==> src/rtl/sw_run_sequencer.sv <==
// Stopwatch run/lap/clear sequencer: edge-detects the debounced keys and drives the
// counter's tick gate, clear and lap-capture strobes plus the status LEDs.
module sw_run_sequencer #(
    parameter int CLR_MIN_CYC = 16,
    parameter bit AUTO_STOP   = 1'b1
) (
    input  logic       clk,
    input  logic       rst,
    input  logic       run_key,
    input  logic       lap_key,
    input  logic       clr_key,
    input  logic       tick_in,
    input  logic       cnt_max,
    output logic       cnt_tick,
    output logic       cnt_clr,
    output logic       lap_load,
    output logic       disp_frz,
    output logic [2:0] state_o,
    output logic       led_run,
    output logic       led_clr
);

    localparam int              HW       = $clog2(CLR_MIN_CYC + 1);
    localparam logic [HW-1:0]   HOLD_MAX = HW'(CLR_MIN_CYC);

    typedef enum logic [2:0] {
        ST_IDLE = 3'd0,
        ST_RUN  = 3'd1,
        ST_LAP  = 3'd2,
        ST_STOP = 3'd3,
        ST_CLR  = 3'd4
    } state_t;

    state_t          state;
    state_t          state_nxt;
    logic [HW-1:0]   hold;
    logic [HW-1:0]   hold_nxt;
    logic            lap_go;
    logic            run_prev;
    logic            lap_prev;
    logic            clr_prev;
    logic            run_rise;
    logic            lap_rise;
    logic            clr_rise;
    logic            clr_act;
    logic            auto_hit;
    logic            counting;

    assign run_rise = run_key & ~run_prev;
    assign lap_rise = lap_key & ~lap_prev;
    assign clr_rise = clr_key & ~clr_prev;
    // Only the highest-priority rise in a cycle is acted on; the others are dropped.
    assign clr_act  = clr_rise & ~run_rise & ~lap_rise;
    assign auto_hit = AUTO_STOP & tick_in & cnt_max;

    assign counting = (state == ST_RUN) || (state == ST_LAP);
    assign cnt_tick = tick_in & counting & ~(AUTO_STOP & cnt_max);
    assign state_o  = state;
    assign led_clr  = cnt_clr;

    always_comb begin
        state_nxt = ST_IDLE;
        hold_nxt  = '0;
        lap_go    = 1'b0;
        case (state)
            ST_IDLE: state_nxt = run_rise ? ST_RUN : ST_IDLE;
            ST_RUN: begin
                if (run_rise) begin
                    state_nxt = ST_STOP;
                end else if (lap_rise) begin
                    state_nxt = ST_LAP;
                    lap_go    = 1'b1;
                end else if (auto_hit) begin
                    state_nxt = ST_STOP;
                end else begin
                    state_nxt = ST_RUN;
                end
            end
            ST_LAP: begin
                if (run_rise || (!lap_rise && auto_hit)) begin
                    state_nxt = ST_STOP;
                end else if (lap_rise) begin
                    state_nxt = ST_RUN;
                end else begin
                    state_nxt = ST_LAP;
                end
            end
            ST_STOP: begin
                if (run_rise) begin
                    state_nxt = ST_RUN;
                end else if (clr_act) begin
                    state_nxt = ST_CLR;
                    hold_nxt  = HW'(1);
                end else begin
                    state_nxt = ST_STOP;
                end
            end
            ST_CLR: begin
                // Clear lasts at least CLR_MIN_CYC cycles and until the key is released.
                if (!clr_key && (hold >= HOLD_MAX)) begin
                    state_nxt = ST_IDLE;
                end else begin
                    state_nxt = ST_CLR;
                    hold_nxt  = (hold < HOLD_MAX) ? hold + HW'(1) : hold;
                end
            end
            default: state_nxt = ST_IDLE;
        endcase
    end

    // Registered outputs are Moore decodes of the next state.
    always_ff @(posedge clk or negedge rst) begin
        if (!rst) begin
            state    <= ST_IDLE;
            hold     <= '0;
            run_prev <= 1'b1;
            lap_prev <= 1'b1;
            clr_prev <= 1'b1;
            cnt_clr  <= 1'b0;
            lap_load <= 1'b0;
            disp_frz <= 1'b0;
            led_run  <= 1'b0;
        end else begin
            state    <= state_nxt;
            hold     <= hold_nxt;
            run_prev <= run_key;
            lap_prev <= lap_key;
            clr_prev <= clr_key;
            cnt_clr  <= (state_nxt == ST_CLR);
            lap_load <= lap_go;
            disp_frz <= (state_nxt == ST_LAP);
            led_run  <= (state_nxt == ST_RUN) || (state_nxt == ST_LAP);
        end
    end

endmodule

==> config.mk <==
export PLATFORM = sky130hd
export DESIGN_NAME = sw_run_sequencer
export DESIGN_NICKNAME = d
export VERILOG_FILES = /design/src/rtl/sw_run_sequencer.sv
export SDC_FILE = /design/constraint.sdc
export NUM_CORES = 1
export LEC_CHECK = 0
export ABC_AREA = 0
export CAP_MARGIN = 20
export CORE_MARGIN = 1
export CORE_UTILIZATION = 42
export CTS_BUF_LIST = sky130_fd_sc_hd__clkbuf_16
export CTS_CLUSTER_SIZE = 24
export DETAILED_ROUTE_END_ITERATION = 8
export MAX_ROUTING_LAYER = met4
export PLACE_DENSITY = 0.68
export SLEW_MARGIN = 20
export SYNTH_ARGS = -nofsm -noshare
export SYNTH_HDL_FRONTEND = slang
export SYNTH_SLANG_ARGS = --single-unit
==> constraint.sdc <==
create_clock -name clk -period 4.65 [get_ports clk]
set_clock_uncertainty 0.2 [all_clocks]
set_input_delay 1.395 -clock clk [delete_from_list [all_inputs] [get_ports clk]]
set_output_delay 1.395 -clock clk [all_outputs]
set_load 0.02 [all_outputs]
## Word-level counts from Yosys, hierarchy flattened

Index checks and enable logic that the tools add are counted.

| word-level totals | value |
|---|---|
| flip-flop bits (word level) | 15 |
| bits in latches | 0 |
| bits in writable memories | 0 |
| memory bits (read-only) | 0 |
| input bits | 7 |
| output and inout port bits | 9 |
| word-level logic and storage cells | 60 |
| memories | 0 |

| operators by class | value |
|---|---|
| $add $sub $neg | 1 |
| $mul | 0 |
| divide/modulo/power cells | 0 |
| $lt $le $gt $ge | 2 |
| equal/unequal tests | 8 |
| shift-type cells | 0 |
| mux-type cells | 18 |
| bitwise operators | 14 |
| reductions and logical operators | 8 |

Operators with widths:

| kind | count |
|---|---|
| one-hot mux 3 bit (5 select lines) | 1 |
| 2-to-1 mux 2 bit | 5 |
| 2-to-1 mux 5 bit | 2 |
| one-hot mux 5 bit (2 select lines) | 1 |
| equality test 3 x 2 -> 1 bit, second input constant | 3 |
| 2-to-1 mux 3 bit | 3 |
| AND 1 bit | 8 |
| equality test 3 x 1 -> 1 bit, second input constant | 2 |
| equality test 3 bit, second input constant | 2 |
| 2-to-1 mux 1 bit | 6 |
| NOT 1 bit | 6 |
| adder 5 x 1 -> 5 bit, second input constant | 1 |
| >= comparator 5 bit, second input constant | 1 |
| < comparator 5 bit, second input constant | 1 |
| logical NOT 3 bit | 1 |
| logical OR 1 bit | 3 |
| != test 3 bit, second input constant | 1 |
| logical AND 1 bit | 2 |
| logical NOT 1 bit | 2 |

## Longest topological paths before layout

Gate-level depths: netlist of run 1.

| logic depth | value |
|---|---|
| depth after elaboration | 10 |
| gate-level depth with buffers | 5 |
| mapped depth without buffers | 5 |

## Worst setup path after synthesis of run 1

Ideal clock, no wire load.

| path | value |
|---|---|
| kind | in2out |
| start | in cnt_max |
| end | out cnt_tick |
| data arrival time | 2158 ps |
| data required time | 3055 ps |
| setup slack | 897 ps |
| stages on the path | 1 |
| path buffers | 0 |
| path through | nor4b_1 |

| between the ends | value |
|---|---|
| word-level cells in the longest chain between the ends | 2 |

RTL lines:

| element | line | RTL |
|---|---|---|
| from (decl) | 13 | `input logic cnt_max,` |
| NOT 1 bit | 57 | `assign cnt_tick = tick_in & counting & ~(AUTO_STOP & cnt_max);` |
| AND 1 bit | 57 |  |
| to (decl) | 14 | `output logic cnt_tick,` |

No other way between the ends.

## Final worst setup path of run 1

| path | value |
|---|---|
| start | in tick_in |
| end | out cnt_tick |

| between the ends | value |
|---|---|
| word-level cells in the longest chain between the ends | 2 |

RTL lines:

| element | line | RTL |
|---|---|---|
| from (decl) | 12 | `input logic tick_in,` |
| AND 1 bit (2 in a row) | 57 |  |

No other way between the ends.

==> results of run 1 <==
per-layer routing:
metal / wire [um] / share of wire / track usage
met1: 614 / 0.47 / 0.206
met2: 616 / 0.47 / 0.255
met3: 39 / 0.030 / 0.0500
met4: 27 / 0.021 / 0.113
met5: 0 / 0 / -
state kept, by name (all words and copies together), names as in the netlist:
signal    flops
hold          5
state_o       3
clr_prev      1
cnt_clr       1
disp_frz      1
lap_load      1
lap_prev      1
led_run       1
run_prev      1
cell families (layout without fill, tap and decap cells):
| logic type | Yosys count | after routing |
|---|---|---|
| AOI/OAI and AO/OA | 14 | 14 |
| xor gates and xnor gates | 4 | 4 |
| adders and majority gates | 1 | 1 |
| buffers and inverters | 6 | 21 |
| DFF | 15 | 15 |
| and+or+nand+nor | 34 | 34 |
per-stage QoR:
step	instance area, um^2	total power [mW]	std cells	util
3_3_place_gp	872	0.364	101	0.559
6_report	952	0.536	105	0.611
2_1_floorplan	724	0.302	74	-
5_1_grt	952	0.567	105	0.611
4_1_cts	952	0.539	105	0.611
3_5_place_dp	872	0.368	101	0.559
power groups by stage:
stage	clock [mW]	combinational, mW	sequential, mW
2_1_floorplan	0	0.104	0.198
3_3_place_gp	0	0.178	0.186
3_5_place_dp	0	0.182	0.187
4_1_cts	0.171	0.183	0.185
5_1_grt	0.177	0.201	0.189
6_report	0.168	0.182	0.185
how the worst min path moves through the flow:
stage / start / slack (ns) / end
6_report: hold[1] / 0.39 / hold[1]
5_1_grt: hold[3] / 0.42 / hold[3]
4_1_cts: hold[3] / 0.39 / hold[3]
3_5_place_dp: hold[3] / 0.38 / hold[3]
3_3_place_gp: hold[3] / 0.36 / hold[3]
2_1_floorplan: hold[3] / 0.34 / hold[3]
cells in the mapped netlist, types with 2 or more instances:
cell      instances
nand3_1           4
dfrtp_1          12
clkbuf_1          2
buf_4             2
nand2_1           3
nand2b_1          4
xnor2_1           3
a31oi_1           2
nor3_1            3
o21ai_0           4
inv_1             2
a21oi_1           4
nor2_1           11
dfstp_2           3
cell type report:
class / instances / area, um^2 / area share
multi-input cells: 53 / 315 / 0.331
flip-flops and latches: 15 / 379 / 0.398
well taps: 16 / 20.0 / 0.0210
inverters: 2 / 7.51 / 0.00788
clock buffers: 3 / 75.1 / 0.0788
repair buffers: 15 / 150 / 0.158
clock inverters: 1 / 5.00 / 0.00526
tightest hold or removal path: stages, from the launching register on:
cell and delay, ns:
dfrtp_1 0.40, nand3_1 0.09, a21oi_1 0.06
==> flow_summary.json, run 1 <==
{
  "r2r_slack_ns": 2.80,
  "grt_usage": 0.173,
  "drt_wl_total_mm": 1.30,
  "yosysTopAreaCell": "dfrtp_1",
  "power.switching_uw": 173,
  "synth_edf_count": 0,
  "critical_path.endpoint": "cnt_tick",
  "initial_core_util": 0.465,
  "rr_endpoint": "led_run",
  "drt-initial-drc-count": 11,
  "numCtsBuffers": 3,
  "setup_viol": 0,
  "synthCells": 74,
  "synthMuxAreaShare": 0,
  "yosys_most_used_dff": "dfrtp_1",
  "die_x_um": 43.5,
  "grt_pass1_vias": 477,
  "cp.buffers_inverters": 2,
  "cts_tree": "yes",
  "tightest_slew_ns": 0.636,
  "synthesis.nets": 82,
  "required_ns": 3.05,
  "hold_path_class": "reg -> reg",
  "irDropWorstVdd_mv": 0.309,
  "hold_violations": 0,
  "gp_congestion": 0.726,
  "worstReg2RegStart": "lap_prev",
  "h-tree-depth": 1,
  "dr.pass1.iters": 6,
  "violations": "design-rule violations",
  "via_per_inst": 5.24,
  "die_y_um": 43.5,
  "fmax_mhz": 224,
  "grt_start_max_net_pins": 16,
  "globalRouteOverflowTotal": 0,
  "critPathMaxStageDelay_ns": 0.67,
  "vias": 550,
  "drv_cap": 0,
  "hold_depth": 2,
  "synth.area.top_cells": "dfrtp_1, dfstp_2, nor2_1, xnor2_1, nand2b_1",
  "status": "complete, but fails checks",
  "holdBufCountCts": 0,
  "crit_type": "in -> out",
  "p_int_uw": 363,
  "clkPwrFrac": 0.314,
  "grt_pass1_wl_mm": 2.22,
  "antenna_found_initial": 0,
  "cts_setup_buffers": 0,
  "cp_slowest_cell": "clkdlybuf4s50_1",
  "dp_hpwl_um": 910,
  "crit_start": "tick_in",
  "row_count": 14,
  "worst-path-max-fanout": 2,
  "path_common_cell": "clkdlybuf4s50_1",
  "fin_crit_sh": 0.959,
  "antenna_cells": 0,
  "cts_root_buf": "clkbuf_16",
  "path_cells": "clkdlybuf4s50_1 -> nor4b_1 -> clkdlybuf4s50_1",
  "area_delta_synth_final_pct": 31.4,
  "ys_ff_latch": 15,
  "p_seq_frac": 0.345,
  "start_kind": "input port",
  "yosys_warnings": 0,
  "wire_per_inst_um": 12.4,
  "p_comb_frac": 0.341,
  "coreArea_mm2": 0.00156,
  "cts_resized": 0,
  "cp.arrival_ns": 2.86,
  "synth-async-reset-ratio": 1.00,
  "slew_viol_final": 0,
  "most-common-layout-cells": "clkdlybuf4s50_1, dfrtp_1, nor2_1",
  "p_leak_nw": 0.402,
  "synth_area_um2": 724,
  "ff2ff_path_depth": 5,
  "crit_path_end_kind": "primary output",
  "synth_compound_area_frac": 0.109,
  "cts.sinks": 15,
  "numPortBuffers": 15,
  "swShare": 0.322,
  "relSlewSlack": 0.575,
  "ys_types": 29,
  "syn_avg_cell_area_um2": 9.79,
  "synth_simple_gate_area_frac": 0.261,
  "fin_ws_ns": 0.191,
  "period_needed_ns": 4.46,
  "io-pin-count": 16,
  "yosysSeqAreaShare": 0.523,
  "synth_top_family_by_area": "simple AND/OR/NAND/NOR gates",
  "clock_latency_ns": 0.24,
  "drive_gt1_frac": 0.135,
  "die_area_mm2": 0.00189,
  "synth_xor_area_frac": 0.0484,
  "p_per_area_mw_per_mm2": 562,
  "fin_nets": 98,
  "worst_path_dominant_cell_family": "buffers and inverters",
  "clockBufferDepth": 2,
  "synth_top_area_frac": 0.415,
  "drc_errors": 4,
  "crit_cells": 3,
  "path_clk_slew_ns": 0.05,
  "rsz0062_at_grt": "false",
  "synthAdderAreaFrac": 0.0173,
  "layout_commonest_cell": "clkdlybuf4s50_1",
  "finalSetupTns_ns": 0,
  "post-place-ws_ns": 0.245,
  "hold_ws_ns": 0.394,
  "fillCellCount": 131,
  "ant_nets": 0
}
Power figures use the tool's default switching activity.
==> inputs of run 2 (changes only) <==
==> constraint.sdc (replaced) <==
create_clock -name clk -period 4.65 [get_ports clk]
set_clock_uncertainty 0.2 [all_clocks]
set_input_delay 1.1625 -clock clk [delete_from_list [all_inputs] [get_ports clk]]
set_output_delay 1.1625 -clock clk [all_outputs]
set_load 0.02 [all_outputs]
==> results of run 2 <==
Same layout as run 1 (identical final DEF). Status: complete, but fails checks: design-rule violations.
Among the figures that moved: setup slack after placement 0.245 ns -> 0.710 ns; setup slack after layout 0.191 ns -> 0.656 ns
